## src/rtl/rr_arbiter.sv

```systemverilog
// N-requester arbiter with fixed-priority or round-robin selection and bounded hold.
// Grant is registered one-hot; grant_id holds the last owner while idle.
module rr_arbiter #(
    parameter  int N        = 4,
    parameter  int MODE     = 1,
    parameter  int MAX_HOLD = 4,
    localparam int IDW      = (N > 1) ? $clog2(N) : 1
) (
    input  logic           clk,
    input  logic           reset,
    input  logic [N-1:0]   request,
    output logic [N-1:0]   grant,
    output logic           grant_valid,
    output logic [IDW-1:0] grant_id
);

    localparam int HCW = (MAX_HOLD == 0) ? 1 : $clog2(MAX_HOLD + 1);
    localparam logic [HCW-1:0] HOLD_LAST = (MAX_HOLD == 0) ? '0 : HCW'(MAX_HOLD - 1);
    localparam logic [N-1:0]   ONE       = N'(1);
    localparam logic [IDW-1:0] LAST_INIT = IDW'(N - 1);

    typedef enum logic {
        IDLE,
        BUSY
    } state_t;

    state_t         state, state_n;
    logic [N-1:0]   grant_n;
    logic [IDW-1:0] id_n;
    logic [HCW-1:0] hold_cnt, hold_n;
    logic [IDW-1:0] last, last_n;

    logic [N-1:0]   masked;
    logic           owner_req;
    logic           take;
    logic [N-1:0]   cand;
    logic [IDW-1:0] win;

    // MODE=0: lowest set index. MODE=1: first set bit after ptr, wrapping mod N.
    function automatic logic [IDW-1:0] pick_winner(input logic [N-1:0]   c,
                                                   input logic [IDW-1:0] ptr);
        logic [IDW-1:0] w;
        logic [IDW-1:0] idx;
        w = '0;
        for (int k = N; k >= 1; k--) begin
            idx = (MODE == 0) ? IDW'(k - 1) : IDW'((int'(ptr) + k) % N);
            if (c[idx]) w = idx;
        end
        return w;
    endfunction

    assign masked      = request & ~(ONE << grant_id);
    assign owner_req   = request[grant_id];
    assign grant_valid = |grant;

    always_comb begin
        // NOTE: every combinational output gets a default first so no path infers a latch.
        state_n = state;
        grant_n = grant;
        id_n    = grant_id;
        hold_n  = hold_cnt;
        last_n  = last;
        take    = 1'b0;
        cand    = '0;
        win     = '0;

        unique case (state)
            IDLE: begin
                grant_n = '0;
                if (request != '0) begin
                    take = 1'b1;
                    cand = request;
                end
            end
            BUSY: begin
                if (!owner_req) begin
                    if (masked != '0) begin
                        take = 1'b1;
                        cand = masked;
                    end else begin
                        grant_n = '0;
                        state_n = IDLE;
                    end
                end else if ((MAX_HOLD != 0) && (hold_cnt == HOLD_LAST) && (masked != '0)) begin
                    take = 1'b1;
                    cand = masked;
                end else if ((MAX_HOLD != 0) && (hold_cnt != HOLD_LAST)) begin
                    hold_n = hold_cnt + HCW'(1);
                end
            end
            default: state_n = IDLE;
        endcase

        // A handover replaces the owner in one step, so the grant never doubles or gaps.
        if (take) begin
            win     = pick_winner(cand, last);
            grant_n = ONE << win;
            id_n    = win;
            hold_n  = '0;
            last_n  = win;
            state_n = BUSY;
        end
    end

    // NOTE: sequential state uses non-blocking assignments so all registers update together.
    always_ff @(posedge clk) begin
        if (reset) begin
            state    <= IDLE;
            grant    <= '0;
            grant_id <= '0;
            hold_cnt <= '0;
            last     <= LAST_INIT;
        end else begin
            state    <= state_n;
            grant    <= grant_n;
            grant_id <= id_n;
            hold_cnt <= hold_n;
            last     <= last_n;
        end
    end

    grant_onehot: assert property (@(posedge clk) disable iff (reset) $onehot0(grant));

endmodule
```

## config.mk

```make
export PLATFORM = sky130hd
export DESIGN_NAME = rr_arbiter
export DESIGN_NICKNAME = d
export VERILOG_FILES = /design/src/rtl/rr_arbiter.sv
export SDC_FILE = /design/constraint.sdc
export NUM_CORES = 1
export LEC_CHECK = 0
export ABC_AREA = 0
export CORE_MARGIN = 4
export CORE_UTILIZATION = 45
export CTS_BUF_LIST = sky130_fd_sc_hd__clkbuf_2 sky130_fd_sc_hd__clkbuf_4 sky130_fd_sc_hd__clkbuf_8
export DETAILED_ROUTE_END_ITERATION = 8
export MAX_ROUTING_LAYER = met4
export PLACE_DENSITY = 0.68
export SLEW_MARGIN = 20
export SYNTH_ARGS = -nofsm -noshare
export SYNTH_HDL_FRONTEND = slang
export SYNTH_SLANG_ARGS = --single-unit
```

## constraint.sdc

```tcl
create_clock -name clk -period 2.3 [get_ports clk]
set_input_delay 0.345 -clock clk [delete_from_list [all_inputs] [get_ports clk]]
set_output_delay 0.345 -clock clk [all_outputs]
set_load 0.1 [all_outputs]
```

# Yosys cells after proc, flatten, opt, wreduce, memory -nomap -nowiden
# Index checks and enable logic that the tools add are counted.
[word_totals]
reg_bits = 12
input_bits = 6
output_inout_bits = 7
wordCells = 64
[classes]
addsub = 5
order_cmp = 5
n_eq_ne = 4
shift = 2
mux = 32
bitwise_logic = 4
n_reduce_logical = 7
[op_table]
columns = ["op", "count"]
rows = [
  ["$mux 4", 7],
  ["$pmux 4 s2", 2],
  ["$lt 2x3->1 const B", 5],
  ["$mux 1", 12],
  ["$bmux 1 s2", 5],
  ["$mux 2", 5],
  ["$reduce_bool 4->1", 2],
  ["$shl 1x2->4 const A", 2],
  ["$ne 3x2->1 const B", 2],
  ["$add 2x1->2 const B", 2],
  ["$add 2x2->2 const B", 2],
  ["$and 4x4->4", 1],
  ["$not 4->4", 1],
  ["$reduce_and 4->1", 1],
  ["$reduce_or 4->1", 1],
  ["$add 3x1->3 const B", 1],
  ["$eq 3x2->1 const B", 1],
  ["$ne 3x3->1 const B", 1],
  ["$not 1->1", 2],
  ["$pmux 1 s2", 1],
  ["$reduce_and 2->1", 1],
  ["$reduce_or 2->1", 1],
  ["$logic_and 1x1->1", 1],
]

# Longest topological paths before layout
[depth]
depth_word = 17
mapped_depth = 8
mapped_depth_nobuf = 8

# Worst setup path before layout
# Ideal clock, no wire load.
[synth_timing]
path_type = "register -> register"
startpoint = "register grant_id[1]"
endpoint = "register grant[0]"
setup_ns = 0.119
arrival_ns = 2.527
required_ns = 2.181
setup_slack_ns = -0.346
path_stages_with_launch = 7
n_path_buf = 1
period_less_slack_ns = 2.646
path_cell_list = "dfxtp_1 -> buf_2 -> nor3_1 -> o311ai_1 -> o311ai_1 -> o21ba_1 -> a32o_1"
[synth_via]
elab_chain_len = 17
word_cells_on_any_way = 33
cone_classes = "eq/ne (2); shift (2); mux (24); bitwise (2); reduce/logical (3)"
[synth_lines]
columns = ["item", "line_no", "source"]
rows = [
  ["from (decl)", "14", "output logic [IDW-1:0] grant_id"],
  ["from (signal assigned)", "116", "grant_id <= id_n;"],
  ["$shl 1x2->4", "52", "assign masked = request & ~(ONE << grant_id);"],
  ["$not 4->4", "52", ""],
  ["$and 4x4->4", "52", ""],
  ["$reduce_bool 4->1", "77, 84", ""],
  ["$logic_and 1x1->1", "84", "end else if ((MAX_HOLD != 0) && (hold_cnt == HOLD_LAST) && (masked != '0)) begin"],
  ["$mux 4", "84", ""],
  ["$mux 4", "76", "if (!owner_req) begin"],
  ["$pmux 4 s2", "67", "unique case (state)"],
  ["$bmux 1 s2", "47", "if (c[idx]) w = idx;"],
  ["$mux 1 (not written as such)", "47", ""],
  ["$mux 2 (4 in series)", "47", ""],
  ["$mux 2", "95", "if (take) begin"],
  ["$shl 1x2->4", "97", "grant_n = ONE << win;"],
  ["$mux 4", "95", ""],
  ["to (signal assigned)", "115", "grant <= grant_n;"],
  ["to (decl)", "12", "output logic [N-1:0] grant,"],
]
# Parallel ways exist; a longest one is shown, timed or not. The select of a mux whose other input is x is not followed.
# A chain may end at the register's enable or synchronous reset.

# Worst setup path after layout
[layout_timing]
startpoint = "register hold_cnt[0]"
endpoint = "register grant[2]"
[layout_via]
elab_chain_len = 14
word_cells_on_any_way = 26
cone_classes = "eq/ne (3); shift (1); mux (20); reduce/logical (2)"
[layout_lines]
columns = ["item", "line_no", "source"]
rows = [
  ["from (decl)", "30", "logic [HCW-1:0] hold_cnt, hold_n;"],
  ["from (signal assigned)", "117", "hold_cnt <= hold_n;"],
  ["$eq 3x2->1 (*)", "84", ""],
  ["$logic_and 1x1->1 (*)", "84", ""],
  ["$mux 4", "84", ""],
  ["$mux 4", "76", ""],
  ["$pmux 4 s2", "67", ""],
  ["$bmux 1 s2", "47", ""],
  ["$mux 1 (not written as such)", "47", ""],
  ["$mux 2 (4 in series)", "47", ""],
  ["$mux 2", "95", ""],
  ["$shl 1x2->4", "97", ""],
  ["$mux 4", "95", ""],
]
# Every way passes the cells marked *; elsewhere a longest branch is shown, timed or not. The select of a mux whose other input is x is not followed.

==> results.txt <==
0 antenna diodes ended up in the layout. The final worst setup slack was 0.0971 ns. Summed over all layers, the routed wires come to 2.05 mm. Using the TritonRoute via totals, the vias-per-cell ratio works out to 5.45. The number of placed I/O pins came out at 13. The tree is rooted in a sky130_fd_sc_hd__clkbuf_4. In the final routed layout, each cell accounts on average for 14.1 microns.

The critical path goes through ha_1 > ha_1 > nand2b_1 > a211oi_2 > nand3b_1 > o311ai_1 > buf_4 > nor3_1 > a22o_1. In the routed design, unresolved DRC markers number 0. The cell type contributing the most total cell area after synthesis is sky130_fd_sc_hd__dfxtp_1. For the detailed-placement wirelength estimate, the log shows 1.51 mm. The pre-antenna-repair detailed-routing pass consisted of 4 iterations. The top cell types in the final layout, fill and taps aside, are sky130_fd_sc_hd__buf_4, sky130_fd_sc_hd__nor2_1, sky130_fd_sc_hd__dfxtp_1. The sequential share of the synthesized area is 0.291.

The logs give 0 for the number of max-capacitance violations reported and 0.27 ns for the clock latency reported for the late side of the worst-skew pair. Counting the buffers created by CTS gives 3. For the number of warnings reported in the yosys synthesis log, the log shows 0. Number of buffer cells added on primary ports: 12. The worst setup path is of the flip-flop to flip-flop kind. Counting every sink on the clock net gives 12. In this run, synthesis produced a sequential element count of 12. The worst register-to-register path begins at hold_cnt[0]. The clock period minus worst slack is 2.20 ns.

The average instance in the mapped netlist occupies 8.68 sq um. Cell repeated most along the worst path: sky130_fd_sc_hd__ha_1. The top cell type's share of synthesized area works out to 0.291.

From bottom edge to top edge, the die measures 50.8 microns. Summing internal, switching and leakage power gives 0.973 mW. The via count of the first global-routing pass is 808. The initial antenna violation count is 0, and the delay of the slowest cell on the worst path is 0.45 ns. The total area inside the core boundary comes to 1730 sq um.

Synthesis instantiated 48 different standard cells from the library. TritonCTS built the clock tree. Capture endpoint of the worst hold path: hold_cnt[1]. The number of buffers and inverters on the critical path was 1; the required time of the critical path was 2.47 ns. Routability-driven placement finished with a final weighted congestion of 0.918. The quantity of hold-fixing buffers added after cts was 0; the largest net degree at the start of global routing was 15.

The row count was 15; the die outline area was 2580 sq um. The number of enable-type register cells in the synthesized netlist is 0. On the critical path the largest part of the delay comes from compound AO/OA/AOI/OAI gates.

The first global-routing pass estimated 3.54 mm of wire. For the pin with the worst max-slew slack, the measured transition is 0.449 ns. For the relative slew slack, the log shows 0.696.

The detail route stage leaves a number of antenna-violating nets equal to 0. The highest clock rate was 454 MHz; the leakage power of the design was 0.490 nW. STA classifies the critical path startpoint as a flip-flop.

The share of the clock period used by the worst path after layout came out at 0.958. The reg-to-reg critical path endpoint was grant[2]. For this block, the initial DRC count from the detailed router was 14. The clock-pin slew on the worst setup and hold paths is 0.07 ns, and the width of the die is 50.8 microns. Area of the mapped netlist: 825 sq um. The share of flip-flops with an asynchronous set or reset after synthesis works out to 0. The initial core utilization came out at 0.478.

The worst-case register-to-register setup slack was 0.1 ns; the fraction of final layout cells sized beyond drive strength 1 was 0.342. Detailed routing inserted a total of 790 vias. The count of endpoints failing hold in the final timing report came out at 0. The run finished with clean final reports. No sink is reached through more buffers than the 2 on the longest clock path. In this run the worst path has a maximum fanout of 4.

The cell depth of the worst min-delay path was 2. The total global routing track utilization was 0.186; the aggregate global routing overflow was 0. The net count of the finished layout is 129. Synthesis produced 95 cells. For the worst flop-to-flop path, the logic depth is 9.

The arrival time at the worst endpoint is 2.38 ns. The worst hold path begins at hold_cnt[1]. The tools report the depth of the CTS H-tree as 1. In this run the worst hold path is classified as flip-flop to flip-flop.

The power density over the cells works out to 885 nW/um^2. Primary flip-flop cell chosen by synthesis mapping: sky130_fd_sc_hd__dfxtp_1. The max-slew violation total from the final report came out at 0. By area the synthesized netlist is led by sky130_fd_sc_hd__dfxtp_1, sky130_fd_sc_hd__nor2_1, sky130_fd_sc_hd__nand2_1, sky130_fd_sc_hd__ha_1, sky130_fd_sc_hd__inv_1.

The net count after synthesis came out at 103. The critical-path cell with the highest stage delay is sky130_fd_sc_hd__o311ai_1. Layout overhead on the synthesized area: 33.4%.

The tools report the type of element capturing the critical path as a flip-flop. Across the routed clock network, the largest skew measured is 0.00326 ns. Setup violations remaining at the end of the flow were counted as 0. Leaving out fill and tap cells, the most frequent cell in the layout is sky130_fd_sc_hd__buf_4. The worst-case IR drop observed on VDD is 0.000637 V. Minimum setup slack after placement: -0.192 ns.
stage by stage:
stage | std cells | hold slack (ns) | utilization | cell area (sq um) | TNS, ns
after floorplan | 95 | 0.440 | - | 830 | 0
after global placement | 141 | 0.448 | 0.600 | 1040 | -0.904
after detailed placement | 141 | 0.455 | 0.600 | 1040 | -1.31
after CTS | 145 | 0.465 | 0.621 | 1070 | 0
after global routing | 145 | 0.515 | 0.637 | 1100 | -0.0652
final | 145 | 0.463 | 0.637 | 1100 | 0
cell type report:
class / count / area, sq um
clock buffers: 4 / 36.3
well taps: 25 / 31.3
flip-flops and latches: 12 / 245
fillers: 168 / 627
multi-input cells: 71 / 546
repair buffers: 26 / 215
inverters: 7 / 26.3
routing by layer:
metal	routed length [microns]	GRT usage	share of wire	vias up
met5	0	-	0	-
met4	42	0.0942	0.020	0
met3	89	0.0297	0.043	5
met2	1040	0.315	0.51	19
met1	877	0.211	0.43	362
li1	-	-	-	404
logic make-up (layout without fill, tap and decap cells):
group,after synthesis,in the layout,share of synthesized area
and+or+nand+nor,35,35,0.225
DFF,12,12,0.291
adders and majority gates,2,2,0.0303
xor gates and xnor gates,1,1,0.0106
muxes,3,3,0.0531
AOI/OAI and AO/OA,30,30,0.319
buffers and inverters,12,37,0.0713
synthesized netlist by cell type (2+ instances only):
master / n
sky130_fd_sc_hd__a21oi_1: 4
sky130_fd_sc_hd__a31oi_1: 2
sky130_fd_sc_hd__and3b_1: 2
sky130_fd_sc_hd__buf_2: 2
sky130_fd_sc_hd__dfxtp_1: 12
sky130_fd_sc_hd__ha_1: 2
sky130_fd_sc_hd__inv_1: 6
sky130_fd_sc_hd__nand2_1: 7
sky130_fd_sc_hd__nand2b_1: 2
sky130_fd_sc_hd__nand3_1: 2
sky130_fd_sc_hd__nor2_1: 10
sky130_fd_sc_hd__nor2b_1: 3
sky130_fd_sc_hd__nor3_1: 2
sky130_fd_sc_hd__o21ai_0: 2
sky130_fd_sc_hd__o21ai_1: 3
sky130_fd_sc_hd__o311ai_1: 2
worst max path at each step:
stage / cells after the start / slack (ns) / from / endpoint
2_1_floorplan: 5 / 0.01 / grant_id[1] / grant[0]
3_3_place_gp: 7 / -0.15 / request[2] / grant[3]
3_5_place_dp: 7 / -0.19 / request[2] / grant[3]
4_1_cts: 8 / 0.05 / request[2] / grant_id[1]
5_1_grt: 9 / -0.03 / hold_cnt[0] / grant_id[1]
6_report: 9 / 0.1 / hold_cnt[0] / grant[2]
state kept, by name, indices dropped and copies added, names as in the netlist:
name      cells
grant         4
grant_id      2
hold_cnt      3
last          2
state         1
what timing repair did:
action,4_1_cts,5_1_grt
setup endpoints to repair,0,6
buffers inserted,0,0
gates resized for setup,0,7
worst reg2reg max path: stages, from the launching register on:
cell	delay, ns
sky130_fd_sc_hd__dfxtp_1	0.36
sky130_fd_sc_hd__ha_1	0.16
sky130_fd_sc_hd__ha_1	0.19
sky130_fd_sc_hd__nand2b_1	0.13
sky130_fd_sc_hd__a211oi_2	0.08
sky130_fd_sc_hd__nand3b_1	0.27
sky130_fd_sc_hd__o311ai_1	0.46
sky130_fd_sc_hd__buf_4	0.21
sky130_fd_sc_hd__nor3_1	0.06
sky130_fd_sc_hd__a22o_1	0.19
report_power, final:
group,switching (mW),internal (mW)
Clock,0.0685,0.0963
Sequential,0.0470,0.240
Combinational,0.351,0.169
Total,0.467,0.506
No activity file was read; power rests on OpenSTA's default activity.
